`config.mk`:
```
export PLATFORM = sky130hd
export DESIGN_NAME = nlfsr_engine
export DESIGN_NICKNAME = d
export VERILOG_FILES = /design/src/rtl/nlfsr_pkg.sv /design/src/rtl/nlfsr_collector.sv /design/src/rtl/nlfsr_engine.sv
export SDC_FILE = /design/constraint.sdc
export NUM_CORES = 1
export LEC_CHECK = 0
export ABC_CLOCK_PERIOD_IN_PS = 2900
export BUFFER_PORTS_ARGS = -buffer_cell sky130_fd_sc_hd__buf_2
export CORE_MARGIN = 4
export CORE_UTILIZATION = 55
export CTS_BUF_LIST = sky130_fd_sc_hd__clkbuf_4 sky130_fd_sc_hd__clkbuf_8
export DETAILED_ROUTE_END_ITERATION = 12
export GPL_ROUTABILITY_DRIVEN = 0
export PLACE_DENSITY = 0.85
export SETUP_SLACK_MARGIN = 0.1
export SLEW_MARGIN = 15
export SYNTH_ARGS = -nofsm -noshare
export SYNTH_HDL_FRONTEND = slang
export SYNTH_SLANG_ARGS = --single-unit
```
`constraint.sdc`:
```
create_clock -name clk -period 2.9 [get_ports clk]
set_input_delay 0.145 -clock clk [delete_from_list [all_inputs] [get_ports clk]]
set_output_delay 0.145 -clock clk [all_outputs]
set_load 0.02 [all_outputs]
```
`src/rtl/nlfsr_pkg.sv`:
```
// Shared types and feedback function for the NLFSR engine.
// Imported by nlfsr_engine and nlfsr_collector.
package nlfsr_pkg;

  localparam int NLFSR_MAX_W = 128;
  localparam int TAP_IDX_W   = 7;
  localparam int WARM_CNT_W  = 16;

  typedef enum logic [1:0] {
    ST_IDLE = 2'd0,
    ST_WARM = 2'd1,
    ST_RUN  = 2'd2
  } nlfsr_state_e;

  // f = s[0] ^ s[a] ^ (s[b] & s[c]) ^ ent. The state is zero-extended to NLFSR_MAX_W.
  function automatic logic nlfsr_feedback(
    input logic [NLFSR_MAX_W-1:0] s,
    input logic [TAP_IDX_W-1:0]   tap_a,
    input logic [TAP_IDX_W-1:0]   tap_b,
    input logic [TAP_IDX_W-1:0]   tap_c,
    input logic                   ent
  );
    return s[0] ^ s[tap_a] ^ (s[tap_b] & s[tap_c]) ^ ent;
  endfunction

endpackage

```
`src/rtl/nlfsr_collector.sv`:
```
// Output word assembler. Bits enter at the MSB, so the first bit of a word
// ends up in out_data[0]. This module also owns the out_valid/out_ready handshake.
module nlfsr_collector
  import nlfsr_pkg::*;
#(
  parameter int OUT_W = 8
) (
  input  logic             clk,
  input  logic             rst,
  input  logic             clear,
  input  logic             shift_en,
  input  logic             bit_in,
  input  logic             out_ready,
  output logic             out_valid,
  output logic [OUT_W-1:0] out_data,
  output logic             stall
);

  localparam int CNT_W = (OUT_W > 1) ? $clog2(OUT_W) : 1;
  localparam logic [CNT_W-1:0] CNT_LAST = CNT_W'(OUT_W - 1);

  logic [CNT_W-1:0] bit_cnt_q;
  logic [OUT_W-1:0] asm_q;
  logic [OUT_W-1:0] asm_d;

  always_comb begin
    asm_d            = asm_q >> 1;
    asm_d[OUT_W-1]   = bit_in;
  end

  // A held word blocks further shifts until the consumer takes it.
  assign stall = out_valid && !out_ready;

  always_ff @(posedge clk) begin
    if (rst) begin
      bit_cnt_q <= '0;
      asm_q     <= '0;
      out_valid <= 1'b0;
      out_data  <= '0;
    end else if (clear) begin
      bit_cnt_q <= '0;
      asm_q     <= '0;
      out_valid <= 1'b0;
    end else begin
      if (out_valid && out_ready) begin
        out_valid <= 1'b0;
      end
      if (shift_en) begin
        asm_q <= asm_d;
        if (bit_cnt_q == CNT_LAST) begin
          bit_cnt_q <= '0;
          out_data  <= asm_d;
          out_valid <= 1'b1;
        end else begin
          bit_cnt_q <= bit_cnt_q + CNT_W'(1);
        end
      end
    end
  end

endmodule

```
`src/rtl/nlfsr_engine.sv`:
```
// Seeded nonlinear-feedback shift register with warm-up and word output.
// Optional macro NLFSR_ENGINE_LOCKUP_EN enables all-zero state recovery.
//
// state   | meaning
// --------+---------------------------------------------------------
// ST_IDLE | no seed yet, state frozen, seed_ready high
// ST_WARM | WARMUP unconditional shifts, nothing collected, busy high
// ST_RUN  | shift on nlfsr_ce when not stalled, bits go to collector
module nlfsr_engine
  import nlfsr_pkg::*;
#(
  parameter int WIDTH  = 32,
  parameter int TAP_A  = 7,
  parameter int TAP_B  = 13,
  parameter int TAP_C  = 21,
  parameter int WARMUP = 64,
  parameter int OUT_W  = 8
) (
  input  logic             clk,
  input  logic             rst,
  input  logic             nlfsr_ce,
  input  logic             entropy_in,
  input  logic             seed_valid,
  input  logic [WIDTH-1:0] seed,
  output logic             seed_ready,
  output logic             out_valid,
  input  logic             out_ready,
  output logic [OUT_W-1:0] out_data,
  output logic             busy,
  output logic             lockup_seen
);

  if (WIDTH < 8 || WIDTH > NLFSR_MAX_W) begin : g_bad_width
    $error("nlfsr_engine: WIDTH out of range");
  end
  if (TAP_A < 1 || TAP_A >= WIDTH || TAP_B < 1 || TAP_B >= WIDTH ||
      TAP_C < 1 || TAP_C >= WIDTH || TAP_A == TAP_B || TAP_A == TAP_C ||
      TAP_B == TAP_C) begin : g_bad_taps
    $error("nlfsr_engine: taps must be distinct and in 1..WIDTH-1");
  end
  if (WARMUP < 1 || WARMUP > 65535) begin : g_bad_warmup
    $error("nlfsr_engine: WARMUP out of range");
  end
  if (OUT_W < 1 || OUT_W > WIDTH) begin : g_bad_out_w
    $error("nlfsr_engine: OUT_W out of range");
  end

  localparam logic [WARM_CNT_W-1:0] WARM_LAST = WARM_CNT_W'(WARMUP - 1);

  nlfsr_state_e            state_q;
  nlfsr_state_e            state_d;
  logic [WIDTH-1:0]        nlfsr_q;
  logic [WARM_CNT_W-1:0]   warm_cnt_q;
  logic                    seed_accept;
  logic                    warm_shift;
  logic                    run_shift;
  logic                    any_shift;
  logic                    warm_last;
  logic                    fb;
  logic                    fix_zero;
  logic                    stall;

  assign seed_accept = seed_valid && seed_ready;
  assign warm_last   = (warm_cnt_q == WARM_LAST);
  assign warm_shift  = (state_q == ST_WARM) && !fix_zero;
  assign run_shift   = (state_q == ST_RUN) && nlfsr_ce && !stall &&
                       !fix_zero && !seed_accept;
  assign any_shift   = warm_shift || run_shift;
  assign fb          = nlfsr_feedback(NLFSR_MAX_W'(nlfsr_q),
                                      TAP_IDX_W'(TAP_A),
                                      TAP_IDX_W'(TAP_B),
                                      TAP_IDX_W'(TAP_C),
                                      entropy_in);

  always_ff @(posedge clk) begin
    if (rst) begin
      state_q <= ST_IDLE;
    end else begin
      state_q <= state_d;
    end
  end

  always_comb begin
    state_d = state_q;
    case (state_q)
      ST_IDLE: if (seed_accept) state_d = ST_WARM;
      ST_WARM: if (warm_shift && warm_last) state_d = ST_RUN;
      ST_RUN:  if (seed_accept) state_d = ST_WARM;
      default: state_d = ST_IDLE;
    endcase
  end

  always_comb begin
    seed_ready = 1'b1;
    busy       = 1'b0;
    case (state_q)
      ST_WARM: begin
        seed_ready = 1'b0;
        busy       = 1'b1;
      end
      default: ;
    endcase
  end

  // A recovery edge replaces the shift, so it is not counted as a warm-up shift.
  always_ff @(posedge clk) begin
    if (rst) begin
      nlfsr_q    <= '0;
      warm_cnt_q <= '0;
    end else if (seed_accept) begin
      nlfsr_q    <= seed;
      warm_cnt_q <= '0;
    end else if (fix_zero) begin
      nlfsr_q    <= WIDTH'(1);
    end else if (any_shift) begin
      nlfsr_q <= {fb, nlfsr_q[WIDTH-1:1]};
      if (warm_shift) begin
        warm_cnt_q <= warm_cnt_q + WARM_CNT_W'(1);
      end
    end
  end

`ifdef NLFSR_ENGINE_LOCKUP_EN
  logic upd_q;
  logic lockup_q;

  // Only a freshly loaded or shifted state is inspected, so the all-zero reset value is left alone.
  assign fix_zero = upd_q && (nlfsr_q == '0);

  always_ff @(posedge clk) begin
    if (rst) begin
      upd_q    <= 1'b0;
      lockup_q <= 1'b0;
    end else begin
      upd_q <= seed_accept || any_shift;
      if (fix_zero && !seed_accept) begin
        lockup_q <= 1'b1;
      end
    end
  end

  assign lockup_seen = lockup_q;
`else
  assign fix_zero    = 1'b0;
  assign lockup_seen = 1'b0;
`endif

  nlfsr_collector #(
    .OUT_W (OUT_W)
  ) u_collector (
    .clk       (clk),
    .rst       (rst),
    .clear     (seed_accept),
    .shift_en  (run_shift),
    .bit_in    (nlfsr_q[0]),
    .out_ready (out_ready),
    .out_valid (out_valid),
    .out_data  (out_data),
    .stall     (stall)
  );

endmodule

```
==> metrics.md <==
| Metric | Value |
|---|---|
| Detailed Route WL | 6480 microns |
| Max IR drop VDD | ~0.0003 V |
| Post-CTS Setup Bufs | 0 |
| H-tree Lvls | 3 |
| Clock Latency Late Sink | 0.35 ns |
| Setup Crit Path Kind | flip-flop to flip-flop |
| Hold Buf Count CTS | 0 |
| Initial core utilization | a little under 60% |
| Crit. Startpoint | state_q[0] |
| Syn Inst Count | 361 |
| Routed wl met3 | 298 microns |
| Met1 WL | 3040 microns |
| Wire length on met2 | 3000 microns |
| Num CTS Buffers | 9 |
| Core area | 5610 sq um |
| Fin worst setup slack | 0.504 ns |
| Fmax | between 0.4 and 0.5 GHz |
| Sum Neg Setup Slack | 0 ns |
| Initial antenna violation count | 0 |
| Tmin final | 2.40 ns |
| Critical Path RT | 3.15 ns |
| Hold Path Class | input port to flip-flop |
| Remaining Overflow, GRT | 0 |
| Period utilization | 82.6% |
| Crit Path Max Fanout | 36 |
| Largest net degree at the start of global routing | 50 |
| Syn. warnings | 0 |
| # Max-Cap Violations | 0 |
| Pins Over Slew Limit | 0 |
| Layout Nets | 436 |
| Vias per cell | about 5.6 |
| Endpoint class of the critical path | flip-flop |
| Data arrival, critical path | 2.65 ns |
| Max layer used | met4 |
| Share of cells above drive strength 1 | between 20% and 30% |
| Vias | 2657 |
| ANT cells | 0 |
| Area Growth Syn to Fin | 12.3% |
| CTS tree | yes |
| Hold wc startpoint | seed[1] |
| Drt initial violations | about 120 |
| HPWL after DPL | 4380 microns |
| Endpoints failing setup | 0 |
| Vias in the first global route | between 2000 and 2500 |
| Least-Margin Pin Slew | 0.881 ns |
| Count of input and output buffers | 48 |
| Final Util | ~65% |
| Reg2reg start | state_q[0] |
| DR pass1 iterations | 4 |
| # resized after CTS | 0 |
| Mapped cell area | 3240 sq um |
| Chip width | 84.7 microns |
| GRT Resource Usage Total | a little under a fifth |
| Clk sink count | 69 |
| DIE HEIGHT | 84.7 microns |
| P_leak | roughly 1.4 nW |
| Max clock buf depth | 2 |
| Total power divided by cell area | 552 nW/um^2 |
| Power, Total | 2.01 mW |
| Per-cell routed wire length | 13.8 microns |
| Register area share after synthesis | 42.7% |
| Status | finished clean |
| Dpl ws | 0.500 ns |
| IO Count | 50 |
| Seq cells post-synth | 69 |
| RSZ-0062 raised after global routing | false |
| Max_slew headroom | 41.1% |
| Die area | 7180 sq um |
| Clock Tree Root | clkbuf_8 |
| Mean post-synth cell area | around 9.0 sq um |
| Fin. Hold Viols | 0 |
| First-pass GRT wire length | 11000 microns |
| CP Launch Type | flip-flop |
| Library cells used by synthesis | 38 |
| Clock-pin slew on the worst setup and hold paths | 0.07 ns |
| # DRC | 0 |
| Fin Clk Skew | 0.00928 ns |
| ANT nets after route | 0 |
| Cell Rows | 27 |
| Post-Syn Nets | approximately 400 |
## registers in the layout, indices dropped and copies added (netlist names)
name	count
u_collector.asm_q	7
warm_cnt_q	16
state_q	2
u_collector.out_valid	1
nlfsr_q	32
u_collector.bit_cnt_q	3
u_collector.out_data	8
## kinds of logic after synthesis
family / count (synthesis) / share of synthesized area, %
muxes: 10 / 3.09
and+or+nand+nor: 175 / 25.0
other: 1 / 0.116
DFF: 69 / 42.7
AOI/OAI and AO/OA: 56 / 18.7
buffers and inverters: 34 / 5.76
xor gates and xnor gates: 13 / 3.52
adders and majority gates: 3 / 1.16
## synth_stat cells (all sizes together)
| master | number | area [sq um] |
|---|---|---|
| o32ai | 1 | 8.76 |
| a2bb2oi | 1 | 8.76 |
| nor4 | 3 | 18.8 |
| nor4bb | 1 | 10.0 |
| xor2 | 8 | 70.1 |
| a311oi | 31 | 447 |
| clkbuf | 9 | 37.5 |
| or3 | 5 | 31.3 |
| o21ai | 6 | 30.0 |
| and3 | 1 | 6.26 |
| mux2i | 10 | 100 |
| nand4bb | 1 | 11.3 |
| nand3 | 42 | 210 |
| dfxtp | 69 | 1380 |
| conb | 1 | 3.75 |
| nand4 | 6 | 43.8 |
| and4b | 2 | 20.0 |
| a21oi | 15 | 75.1 |
| buf | 20 | 128 |
| and2 | 2 | 12.5 |
| nor2 | 54 | 203 |
| nand2b | 1 | 6.26 |
| and4 | 2 | 17.5 |
| a41o | 1 | 10.0 |
| ha | 3 | 37.5 |
| inv | 5 | 21.3 |
| o311ai | 1 | 26.3 |
| xnor2 | 5 | 43.8 |
| nand2 | 53 | 206 |
| nor2b | 2 | 12.5 |
## layer usage
layer | vias up | global-route usage [%]
li1 | 1349 | -
met1 | 1242 | 24.3
met2 | 56 | 29.8
met3 | 10 | 3.34
met4 | 0 | 11.7
met5 | - | 0
## report_power, final
group	switching (mW)	internal [mW]
combinational	0.148	0.0978
sequential	0.0282	0.993
clock	0.344	0.397
## cells in the final DEF (no fill, tap or decap), types with 2 or more instances in the layout
cell type  netlist  routed
nand4_1          5       5
inv_1            4       4
o21ai_0          6       6
ha_1             3       3
buf_4            5       3
dfxtp_1         69      69
clkbuf_8         0       9
and4_1           2       2
buf_2            9      48
a311oi_2        28      28
nand3_1         42      42
a21oi_1         15      15
mux2i_1         10      10
xnor2_1          5       5
xor2_1           8       8
nand2_1         52      52
or3_1            5       5
and2_1           2       2
nor4_1           3       2
clkinv_2         0       3
nor2b_1          2       2
and4b_1          2       2
nor2_1          54      54
a311oi_1         3       3
## final timing paths
| check | end | depth (start not counted) | slack [ns] |
|---|---|---|---|
| hold reg to reg | u_collector.out_data[4] | 2 | 0.45 |
| hold / removal | nlfsr_q[1] | 3 | 0.1 |
| setup reg to reg | warm_cnt_q[1] | 5 | 0.50 |
| setup / recovery | warm_cnt_q[1] | 5 | 0.50 |
## final cells by class
cell class,instances,area [sq um]
Fill cell,511,1970
Clock buffer,10,131
Clock inverter,5,52.6
Sequential cell,69,1380
Tap cell,72,90.1
Inverter,5,21.3
Multi-Input combinational cell,258,1680
Timing Repair Buffer,52,283
## worst max-delay path, stage by stage (launching register included)
cell     delay (ns)
dfxtp_1        0.48
nor2b_1        0.32
inv_4          0.22
nand2_4        0.34
nand2_1        0.60
a21oi_1        0.33
## stage by stage
stage	instances	hold WS [ns]	instance area (sq um)
floorplan	361	0.323	3240
global placement	456	0.442	3450
detailed placement	456	0.447	3450
CTS	471	0.0780	3640
global route	471	0.0935	3640
finish	471	0.0955	3640
(Power assumes the default switching activity.)
